### src/rtl/rsa_pkg.sv
// Shared definitions for the RSA datapath.
// - RsaWidth    : default operand width used across the RSA blocks.
// - rsa_state_e : state encoding of the Montgomery constant calculator FSM.
package rsa_pkg;

  localparam int unsigned RsaWidth = 8;

  typedef enum logic [1:0] {
    StIdle = 2'd0,
    StCalc = 2'd1,
    StDone = 2'd2
  } rsa_state_e;

endpackage

### src/rtl/rsa_mod_dbl.sv
// One modular doubling step: r_nxt = (2*r) mod p, assuming r < p.
// Ports:
//   r_i     - current remainder (must be < p_i)
//   p_i     - modulus
//   r_nxt_o - next remainder, always < p_i
module rsa_mod_dbl #(
  parameter int unsigned WIDTH = 8
) (
  input  logic [WIDTH-1:0] r_i,
  input  logic [WIDTH-1:0] p_i,
  output logic [WIDTH-1:0] r_nxt_o
);

  logic [WIDTH:0] t;
  logic [WIDTH:0] p_ext;

  always_comb begin
    t     = {r_i, 1'b0};
    p_ext = {1'b0, p_i};
    // r < p gives t < 2p, so one conditional subtract is enough and the result fits WIDTH bits.
    r_nxt_o = (t >= p_ext) ? WIDTH'(t - p_ext) : WIDTH'(t);
  end

endmodule

### src/rtl/rsa_const_calc.sv
// Computes Const = 2^(2*WIDTH) mod P by 2*WIDTH modular doublings starting from 1.
// Ports:
//   clk   - clock, rising edge
//   rstb  - asynchronous active-low reset
//   ena   - enable; low freezes all state and masks done
//   start - level-sampled request, accepted only in idle
//   stop  - abort in progress computation (also blocks a start in idle)
//   P     - modulus, captured on the accepting edge
//   busy  - computation in progress
//   done  - one-cycle completion pulse
//   err   - sticky illegal-modulus flag (P < 3 or even)
//   Const - last successful result
module rsa_const_calc
  import rsa_pkg::*;
#(
  parameter int unsigned WIDTH = RsaWidth
) (
  input  logic             clk,
  input  logic             rstb,
  input  logic             ena,
  input  logic             start,
  input  logic             stop,
  input  logic [WIDTH-1:0] P,
  output logic             busy,
  output logic             done,
  output logic             err,
  output logic [WIDTH-1:0] Const
);

  localparam int unsigned CntW = $clog2(2 * WIDTH + 1);
  localparam logic [CntW-1:0] LastIter = CntW'(2 * WIDTH - 1);

  rsa_state_e       state_q;
  logic [WIDTH-1:0] p_q;
  logic [WIDTH-1:0] r_q;
  logic [WIDTH-1:0] r_nxt;
  logic [CntW-1:0]  cnt_q;
  logic [WIDTH-1:0] const_q;
  logic             busy_q;
  logic             done_q;
  logic             err_q;
  logic             p_bad;

  assign p_bad = (P < WIDTH'(3)) || !P[0];

  rsa_mod_dbl #(
    .WIDTH(WIDTH)
  ) u_mod_dbl (
    .r_i    (r_q),
    .p_i    (p_q),
    .r_nxt_o(r_nxt)
  );

  always_ff @(posedge clk or negedge rstb) begin
    if (!rstb) begin
      state_q <= StIdle;
      p_q     <= '0;
      r_q     <= '0;
      cnt_q   <= '0;
      const_q <= '0;
      busy_q  <= 1'b0;
      done_q  <= 1'b0;
      err_q   <= 1'b0;
    end else if (ena) begin
      done_q <= 1'b0;
      unique case (state_q)
        StIdle: begin
          if (start && !stop) begin
            p_q   <= P;
            err_q <= p_bad;
            if (!p_bad) begin
              r_q     <= WIDTH'(1);
              cnt_q   <= '0;
              busy_q  <= 1'b1;
              state_q <= StCalc;
            end
          end
        end
        StCalc: begin
          if (stop) begin
            busy_q  <= 1'b0;
            state_q <= StIdle;
          end else begin
            r_q   <= r_nxt;
            cnt_q <= cnt_q + CntW'(1);
            if (cnt_q == LastIter) begin
              const_q <= r_nxt;
              state_q <= StDone;
            end
          end
        end
        StDone: begin
          busy_q  <= 1'b0;
          done_q  <= !stop;
          state_q <= StIdle;
        end
        default: begin
          busy_q  <= 1'b0;
          state_q <= StIdle;
        end
      endcase
    end
  end

  // done_q is held while disabled, so a pending pulse appears once ena returns.
  assign done  = done_q & ena;
  assign busy  = busy_q;
  assign err   = err_q;
  assign Const = const_q;

endmodule

### config.mk
export PLATFORM = sky130hd
export DESIGN_NAME = rsa_const_calc
export DESIGN_NICKNAME = d
export VERILOG_FILES = /design/src/rtl/rsa_pkg.sv /design/src/rtl/rsa_mod_dbl.sv /design/src/rtl/rsa_const_calc.sv
export SDC_FILE = /design/constraint.sdc
export NUM_CORES = 1
export LEC_CHECK = 0
export ABC_AREA = 1
export CAP_MARGIN = 30
export CORE_ASPECT_RATIO = 1.75
export CORE_MARGIN = 3
export CORE_UTILIZATION = 60
export CTS_CLUSTER_SIZE = 16
export DETAILED_ROUTE_END_ITERATION = 12
export MAX_ROUTING_LAYER = met4
export PLACE_DENSITY = 0.89
export SLEW_MARGIN = 20
export SYNTH_ARGS = -nofsm -noshare
export SYNTH_HDL_FRONTEND = slang
export SYNTH_SLANG_ARGS = --single-unit
### constraint.sdc
create_clock -name clk -period 4.53 [get_ports clk]
set_clock_uncertainty 0.2 [all_clocks]
set_input_delay 0.906 -clock clk [delete_from_list [all_inputs] [get_ports clk]]
set_output_delay 0.906 -clock clk [all_outputs]
set_load 0.01 [all_outputs]
==> results of run 1 <==
==> synth_stat cells (2+ instances only) <==
master / number
a21oi_1: 10
nand4_1: 5
nor2_2: 2
buf_2: 2
nand2_4: 2
o21ai_0: 12
nand3_1: 22
dfrtp_1: 34
nand2_2: 3
inv_1: 40
nor2_1: 11
ha_1: 10
buf_4: 2
nand3b_1: 4
nand2_1: 95
xnor2_1: 2
==> sequential cells by signal, indices dropped and copies added (netlist names) <==
| register | count |
|---|---|
| err | 1 |
| done_q | 1 |
| r_q | 8 |
| Const | 8 |
| p_q | 8 |
| cnt_q | 5 |
| busy | 1 |
| state_q | 2 |
==> worst paths after layout <==
check / startpoint / endpoint / slack [ns] / depth (start not counted)
max: ena / done / 1.34 / 4
min: Const[4] / Const[4] / 0.29 / 2
max reg2reg: p_q[1] / Const[7] / 2.40 / 13
min reg2reg: Const[4] / Const[4] / 0.29 / 2
max in group asynchronous: rstb / err / 3.00 / 2
min in group asynchronous: rstb / Const[7] / 0.81 / 2
==> cell families after synthesis <==
group / count (synthesis) / share of synthesized area (%)
AO/OA/AOI/OAI: 27 / 7.38
XOR/XNOR: 3 / 1.31
adder cells (fa/ha/maj): 11 / 7.25
buffers and inverters: 46 / 9.19
flip-flops: 34 / 42.5
AND/OR/NAND/NOR: 147 / 32.3
==> power by group through the flow <==
stage / sequential, W / clock, W / combinational (W)
5_1_grt: 0.000474 / 0.000351 / 0.00103
2_1_floorplan: 0.000448 / 0 / 0.000695
4_1_cts: 0.000463 / 0.000340 / 0.000888
6_report: 0.000463 / 0.000341 / 0.000887
3_5_place_dp: 0.000468 / 0 / 0.000874
3_3_place_gp: 0.000464 / 0 / 0.000857
==> through the flow <==
stage	total power (W)	setup WS (ns)	hold slack, ns	util (%)
finish	0.00169	1.34	0.292	75.7
global route	0.00185	1.27	0.315	75.7
floorplan	0.00114	2.41	0.252	-
detailed placement	0.00134	1.35	0.276	71.4
CTS	0.00169	1.34	0.295	75.7
global placement	0.00132	1.35	0.268	71.4
==> routing by layer <==
| layer | vias to the layer above | track usage (%) | part of all wire [%] |
|---|---|---|---|
| li1 | 894 | - | - |
| met1 | 851 | 24.2 | 35 |
| met2 | 27 | 49.5 | 58 |
| met3 | 18 | 3.95 | 2.4 |
| met4 | 0 | 14.4 | 4.0 |
| met5 | - | - | 0 |
==> critical path: cells and delay by family <==
family,cells,cell delay (ns)
buf+inv,3,1.11
simple gates,1,0.07
==> cell usage in the layout, fill, tap and decap left out, drive strengths merged <==
| cell type | n |
|---|---|
| nand2 | 100 |
| inv | 40 |
| dfrtp | 34 |
| clkdlybuf4s50 | 23 |
| nand3 | 22 |
| nor2 | 14 |
| o21ai | 13 |
| a21oi | 11 |
| ha | 10 |
| nand4 | 5 |
| clkbuf | 5 |
| nand3b | 4 |
| clkinv | 3 |
| xnor2 | 2 |
| bufinv | 2 |
| or2 | 2 |
| a31oi | 1 |
| xor2 | 1 |
| o31ai | 1 |
| a32o | 1 |
| fa | 1 |
| buf | 1 |
==> area by class of cell <==
type | instances | area, um^2 | share of cell area (%)
clock buffer | 5 | 68.8 | 2.86
inverter | 42 | 159 | 6.61
sequential | 34 | 851 | 35.4
multi-input combinational | 188 | 966 | 40.2
timing repair buffer | 24 | 238 | 9.89
tap | 43 | 53.8 | 2.24
clock inverter | 3 | 68.8 | 2.86
==> flow_metrics.env, run 1 <==
export IMPL_synth_top_flop_cell="dfrtp_1"
export IMPL_n_antenna_cell=0
export IMPL_hold_viol=0
export IMPL_fin_area_mm2=0.00240
export IMPL_start_kind="input port"
export IMPL_cts_hold_repair_buffers=0
export IMPL_grt_pass1_vias=1851
export IMPL_switchingPower_w=0.000753
export IMPL_slowest_delay_ns=0.54
export IMPL_fin_nets=319
export IMPL_leakage_nw=1.31
export IMPL_portBuffers=23
export IMPL_dr_pass1_iters=4
export IMPL_synth_top_area_share_pct=42.5
export IMPL_fp_row_count=27
export IMPL_layout_drive_gt1_share_pct=6.76
export IMPL_critPathMaxFanout=5
export IMPL_yosysUniqueCellTypes=28
export IMPL_fp_coreArea_mm2=0.00318
export IMPL_cts_clk_slew_worst_paths_ns=0.08
export IMPL_antenna_found_initial=0
export IMPL_wl_per_cell_um=13.1
export IMPL_drc=0
export IMPL_combinationalPowerShare_pct=52.4
export IMPL_slew_viol_final=0
export IMPL_syn_area_per_cell_um2=7.47
export IMPL_synthArstFlopShare_pct=100
export IMPL_clock_fmax_mhz=314
export IMPL_cts_tree="yes"
export IMPL_dp_hpwl_um=3250
export IMPL_ys_ff_latch=34
export IMPL_p_int_w=0.000938
export IMPL_syn_nets=292
export IMPL_cp_cell_sequence="clkdlybuf4s50_1, nand2_1, inv_1, clkdlybuf4s50_1"
export IMPL_worstHoldPathType="register to register"
export IMPL_gp_congestion=0.873
export IMPL_status="complete, no violations"
export IMPL_dpl_instance_area_mm2=0.00227
export IMPL_yosysWarnings=0
export IMPL_pwr_share_clk_pct=20.2
export IMPL_area_delta_synth_final_pct=20.2
export IMPL_synth_area_mm2=0.00200
export IMPL_period_share_pct=70.3
export IMPL_synthTopCellsByArea="dfrtp_1 43%, nand2_1 18%, inv_1 7.5%"
export IMPL_ant_nets=0
export IMPL_htree_levels=2
export IMPL_worstPathArrival_ns=2.08
export IMPL_clock_sinks=34
export IMPL_synth_top_area_cell="dfrtp_1"
export IMPL_p_seq_share_pct=27.4
export IMPL_ioPinCount=24
export IMPL_overflow=0
export IMPL_grt_usage_pct=25.9
export IMPL_tightestPinTransition_ns=0.597
export IMPL_die_area_mm2=0.00409
export IMPL_drtIter0Drc=52
export IMPL_vias_per_cell=5.28
export IMPL_grt_pass1_wl_um=7780
export IMPL_clk_latency_ns=0.30
export IMPL_required_ns=3.42
export IMPL_end_kind="primary output"
export IMPL_post_cts_resized=0
export IMPL_setup_violations=0
export IMPL_max_vdd_ir_drop_mv=0.493
export IMPL_cpMostUsedCell="clkdlybuf4s50_1"
export IMPL_synth_edf_count=0
export IMPL_nFillCells=243
export IMPL_powerDensity_mw_per_mm2=703
export IMPL_slew_headroom_pct=60.0
export IMPL_placed_cells=331
export IMPL_cts_setup_buffers=0
export IMPL_tns_ns=0
export IMPL_switching_share_pct=44.5
export IMPL_vias=1790
export IMPL_cts_buffers=5
export IMPL_die_w_um=49.7
export IMPL_syn_inst=268
export IMPL_finalWirelength_um=4450
export IMPL_rsz0062_at_grt="false"
export IMPL_period_minus_slack_ns=3.19
export IMPL_ys_seq_area_share_pct=42.5
export IMPL_cts_root_buf="clkbuf_8"
export IMPL_path_class="input port to primary output"
export IMPL_cpMaxStageDelayCell="clkdlybuf4s50_1"
export IMPL_start_util_pct=63.0
export IMPL_cts_max_path_buffers=2
export IMPL_grt_start_max_net_pins=35
export IMPL_die_h_um=82.4
export IMPL_layoutNonFillerInstCount=339
export IMPL_cap_violations=0
No activity file was read; power rests on OpenSTA's default activity.
==> run 2, diff against run 1 <==
- CORE_UTILIZATION: 60 -> 55
- PLACE_DENSITY: 0.89 -> 0.83
- clock period: 4.53 -> 3.2 ns (I/O delays scaled with it)
==> flow_metrics.env, run 2 (synthesis results as in run 1) <==
export IMPL_cts_clk_slew_worst_paths_ns=0.06
export IMPL_setup_violations=0
export IMPL_worstPathArrival_ns=1.85
export IMPL_die_area_mm2=0.00443
export IMPL_die_w_um=51.6
export IMPL_dr_pass1_iters=4
export IMPL_finalWirelength_um=4350
export IMPL_switching_share_pct=45.4
export IMPL_p_int_w=0.00125
export IMPL_path_class="input port to primary output"
export IMPL_leakage_nw=1.30
export IMPL_hold_viol=0
export IMPL_cts_root_buf="clkbuf_8"
export IMPL_period_share_pct=84.0
export IMPL_cts_tree="yes"
export IMPL_tns_ns=0
export IMPL_clock_fmax_mhz=372
export IMPL_period_minus_slack_ns=2.69
export IMPL_switchingPower_w=0.00104
export IMPL_slew_headroom_pct=60.0
export IMPL_cpMostUsedCell="clkdlybuf4s50_1"
export IMPL_layout_drive_gt1_share_pct=6.40
export IMPL_antenna_found_initial=0
export IMPL_final_util_pct=69.4
export IMPL_hold_path_end="Const[2]"
export IMPL_vias_per_cell=5.14
export IMPL_worst_hold_path_num_cells=2
export IMPL_grt_pass1_wl_um=7640
export IMPL_cpMaxStageDelayCell="clkdlybuf4s50_1"
export IMPL_overflow=0
export IMPL_grt_pass1_vias=1884
export IMPL_nFillCells=318
export IMPL_p_seq_share_pct=28.6
export IMPL_path_buf_inv=3
export IMPL_cp_top_family="buffers and inverters"
export IMPL_gp_congestion=0.851
export IMPL_portBuffers=23
export IMPL_timing_final_ws_setup_ns=0.514
export IMPL_grt_usage_pct=23.4
export IMPL_cts_buffers=5
export IMPL_regToRegEndpoint="Const[6]"
export IMPL_cts_setup_buffers=0
export IMPL_drtIter0Drc=29
export IMPL_fp_coreArea_mm2=0.00343
export IMPL_final_common_cell="nand2_1"
export IMPL_post_cts_resized=0
export IMPL_clock_sinks=34
export IMPL_start_kind="input port"
export IMPL_mostFrequentLayoutCells="95 x nand2_1, 40 x inv_1, 34 x dfrtp_1"
export IMPL_dp_slack_ns=0.544
export IMPL_cp_cell_sequence="clkdlybuf4s50_1, nand2_1, inv_1, clkdlybuf4s50_1"
export IMPL_placed_cells=334
export IMPL_powerDensity_mw_per_mm2=961
export IMPL_layoutNonFillerInstCount=342
export IMPL_cts_hold_repair_buffers=0
export IMPL_slowest_delay_ns=0.56
export IMPL_fp_row_count=28
export IMPL_cts_max_path_buffers=2
export IMPL_end_kind="primary output"
export IMPL_fin_nets=320
export IMPL_die_h_um=85.8
export IMPL_dp_hpwl_um=3320
export IMPL_holdCritStartpoint="Const[2]"
export IMPL_worstHoldPathType="register to register"
export IMPL_dpl_instance_area_mm2=0.00228
export IMPL_n_antenna_cell=0
export IMPL_grt_start_max_net_pins=35
export IMPL_tightestPinTransition_ns=0.598
export IMPL_pwr_share_clk_pct=17.0
export IMPL_slew_viol_final=0
export IMPL_reg2reg_slack_ns=1.07
export IMPL_status="complete, no violations"
export IMPL_drc=0
export IMPL_cap_violations=0
export IMPL_vias=1759
export IMPL_htree_levels=2
export IMPL_ioPinCount=24
export IMPL_required_ns=2.36
export IMPL_area_delta_synth_final_pct=19.1
export IMPL_start_util_pct=58.3
export IMPL_combinationalPowerShare_pct=54.4
export IMPL_fin_area_mm2=0.00238
export IMPL_critPathMaxFanout=5
export IMPL_rsz0062_at_grt="false"
export IMPL_ant_nets=0
export IMPL_clk_latency_ns=0.29
export IMPL_rr_worst_depth=13
export IMPL_wl_per_cell_um=12.7
export IMPL_rr_startpoint="p_q[1]"
export IMPL_max_vdd_ir_drop_mv=0.687
[run 2: layer usage]
metal	GRT usage [%]	wire [um]	up-vias
met5	-	0	-
met4	11.7	169	0
met3	4.35	111	16
met2	43.3	2470	30
met1	21.9	1600	815
li1	-	-	898
[run 2: worst max-delay path by stage]
stage	start	slack [ns]	to	cells past startpoint
floorplan	p_q[1]	1.30	Const[7]	13
global placement	ena	0.56	done	4
detailed placement	ena	0.54	done	4
CTS	ena	0.53	done	4
global route	ena	0.48	done	4
finish	ena	0.51	done	4
[run 2: cell type report]
type                    count  area, um^2  share of cell area (%)
flip-flops and latches     34         851                    35.7
clock buffers               7        76.3                    3.20
repair buffers             25         245                    10.3
clock inverters             1        30.0                    1.26
multi-input cells         188         966                    40.5
inverters                  42         159                    6.67
well taps                  45        56.3                    2.36
[run 2: power groups by stage]
stage,logic (W),clock network (W),registers (W)
after CTS,0.00125,0.000394,0.000655
after detailed placement,0.00124,0,0.000662
final,0.00125,0.000390,0.000655
after global placement,0.00122,0,0.000656
after floorplan,0.000984,0,0.000634
after global routing,0.00144,0.000410,0.000671
[run 2: stage by stage]
stage | power, W | hold slack, ns
floorplan | 0.00162 | 0.144
global placement | 0.00187 | 0.268
detailed placement | 0.00190 | 0.265
CTS | 0.00230 | 0.284
global route | 0.00252 | 0.321
finish | 0.00229 | 0.280
[run 2: worst min-delay path, delay by kind of cell (launching register included)]
kind          cells  cell delay (ns)
flops             1             0.34
simple gates      2             0.10
==> run 3, diff against run 2 <==
- clock period: 3.2 -> 2.7 ns (I/O delays scaled with it)
==> flow_metrics.env, run 3 (synthesis results as in run 1) <==
export IMPL_cts_buffers=5
export IMPL_path_class="input port to primary output"
export IMPL_start_kind="input port"
export IMPL_drc=0
export IMPL_fp_coreArea_mm2=0.00343
export IMPL_cts_hold_repair_buffers=0
export IMPL_htree_levels=2
export IMPL_wl_per_cell_um=13.0
export IMPL_pwr_share_clk_pct=20.0
export IMPL_placed_cells=337
export IMPL_gp_congestion=0.839
export IMPL_layoutNonFillerInstCount=345
export IMPL_max_vdd_ir_drop_mv=0.743
export IMPL_critPathMaxFanout=5
export IMPL_status="complete, no violations"
export IMPL_grt_pass1_vias=1849
export IMPL_mostFrequentLayoutCells="95 x nand2_1, 40 x inv_1, 34 x dfrtp_1"
export IMPL_grt_start_max_net_pins=35
export IMPL_slew_viol_final=0
export IMPL_layout_drive_gt1_share_pct=8.00
export IMPL_clock_fmax_mhz=406
export IMPL_die_w_um=51.6
export IMPL_rr_startpoint="p_q[1]"
export IMPL_tightestPinTransition_ns=0.452
export IMPL_fp_row_count=28
export IMPL_leakage_nw=1.33
export IMPL_dp_hpwl_um=3200
export IMPL_worstPathArrival_ns=1.72
export IMPL_dp_slack_ns=0.246
export IMPL_period_share_pct=91.2
export IMPL_required_ns=1.96
export IMPL_antenna_found_initial=0
export IMPL_timing_final_ws_setup_ns=0.239
export IMPL_fin_nets=323
export IMPL_rsz0062_at_grt="false"
export IMPL_period_minus_slack_ns=2.46
export IMPL_switchingPower_w=0.00127
export IMPL_worstHoldPathType="register to register"
export IMPL_combinationalPowerShare_pct=52.8
export IMPL_start_util_pct=58.3
export IMPL_cts_max_path_buffers=2
export IMPL_dr_pass1_iters=4
export IMPL_cts_clk_slew_worst_paths_ns=0.08
export IMPL_grt_pass1_wl_um=8040
export IMPL_p_seq_share_pct=27.2
export IMPL_die_h_um=85.8
export IMPL_finalWirelength_um=4490
export IMPL_portBuffers=23
export IMPL_switching_share_pct=44.6
export IMPL_tns_ns=0
export IMPL_crit_path_start="ena"
export IMPL_area_delta_synth_final_pct=21.8
export IMPL_n_antenna_cell=0
export IMPL_die_area_mm2=0.00443
export IMPL_vias_per_cell=5.13
export IMPL_final_common_cell="nand2_1"
export IMPL_holdCritStartpoint="Const[5]"
export IMPL_p_int_w=0.00158
export IMPL_cap_violations=0
export IMPL_cts_tree="yes"
export IMPL_slew_headroom_pct=69.8
export IMPL_hold_viol=0
export IMPL_reg2reg_slack_ns=0.53
export IMPL_ant_nets=0
export IMPL_ioPinCount=24
export IMPL_powerDensity_mw_per_mm2=1170
export IMPL_nFillCells=285
export IMPL_cts_root_buf="clkbuf_8"
export IMPL_clk_latency_ns=0.29
export IMPL_setup_violations=0
export IMPL_grt_usage_pct=24.7
export IMPL_end_kind="primary output"
export IMPL_drtIter0Drc=43
export IMPL_clock_sinks=34
export IMPL_overflow=0
export IMPL_cts_setup_buffers=0
export IMPL_vias=1770
export IMPL_post_cts_resized=0
run 3: cell types whose count changed in the layout (fill, tap and decap cells not counted):
cell	before	now
bufinv_16	1	2
clkinv_4	0	1
buf_4	2	5
clkbuf_1	2	0
run 3: per-layer routing:
| layer | track usage, % | part of all wire (%) | vias up |
|---|---|---|---|
| met5 | - | 0 | - |
| met4 | 9.07 | 2.2 | 0 |
| met3 | 4.00 | 2.8 | 11 |
| met2 | 46.8 | 58 | 30 |
| met1 | 24.1 | 37 | 829 |
| li1 | - | - | 900 |
run 3: cell type report:
class,instances,area [um^2],area share (%)
tap,45,56.3,2.31
clock buffer,5,68.8,2.82
clock inverter,3,68.8,2.82
inverter,42,159,6.52
timing repair buffer,28,268,11.0
multi-input combinational,188,966,39.6
sequential,34,851,34.9
run 3: final timing paths:
check	end	cells after the start
max in group asynchronous	cnt_q[1]	2
worst max register to register	Const[7]	13
worst min register to register	Const[5]	2
min in group asynchronous	p_q[4]	2
worst min-delay path	Const[5]	2
worst max-delay path	done	4
run 3: power groups by stage:
stage | clock network (W) | registers, W | logic (W)
floorplan | 0 | 0.000751 | 0.00117
global placement | 0 | 0.000779 | 0.00143
detailed placement | 0 | 0.000785 | 0.00147
CTS | 0.000578 | 0.000776 | 0.00150
global route | 0.000597 | 0.000796 | 0.00172
finish | 0.000572 | 0.000777 | 0.00151
run 3: through the flow:
stage                     cell area (um^2)  hold WS [ns]  power [W]  utilization [%]
after floorplan                       2000        0.0444    0.00192                -
after global placement                2300         0.264    0.00221             67.0
after detailed placement              2300         0.269    0.00225             67.0
after CTS                             2440         0.287    0.00286             71.0
after global routing                  2440         0.319    0.00311             71.0
final                                 2440         0.287    0.00286             71.0
run 3: critical path, cell delays in order:
cell             delay, ns
clkdlybuf4s50_1       0.54
nand2_1               0.07
inv_1                 0.05
clkdlybuf4s50_1       0.52
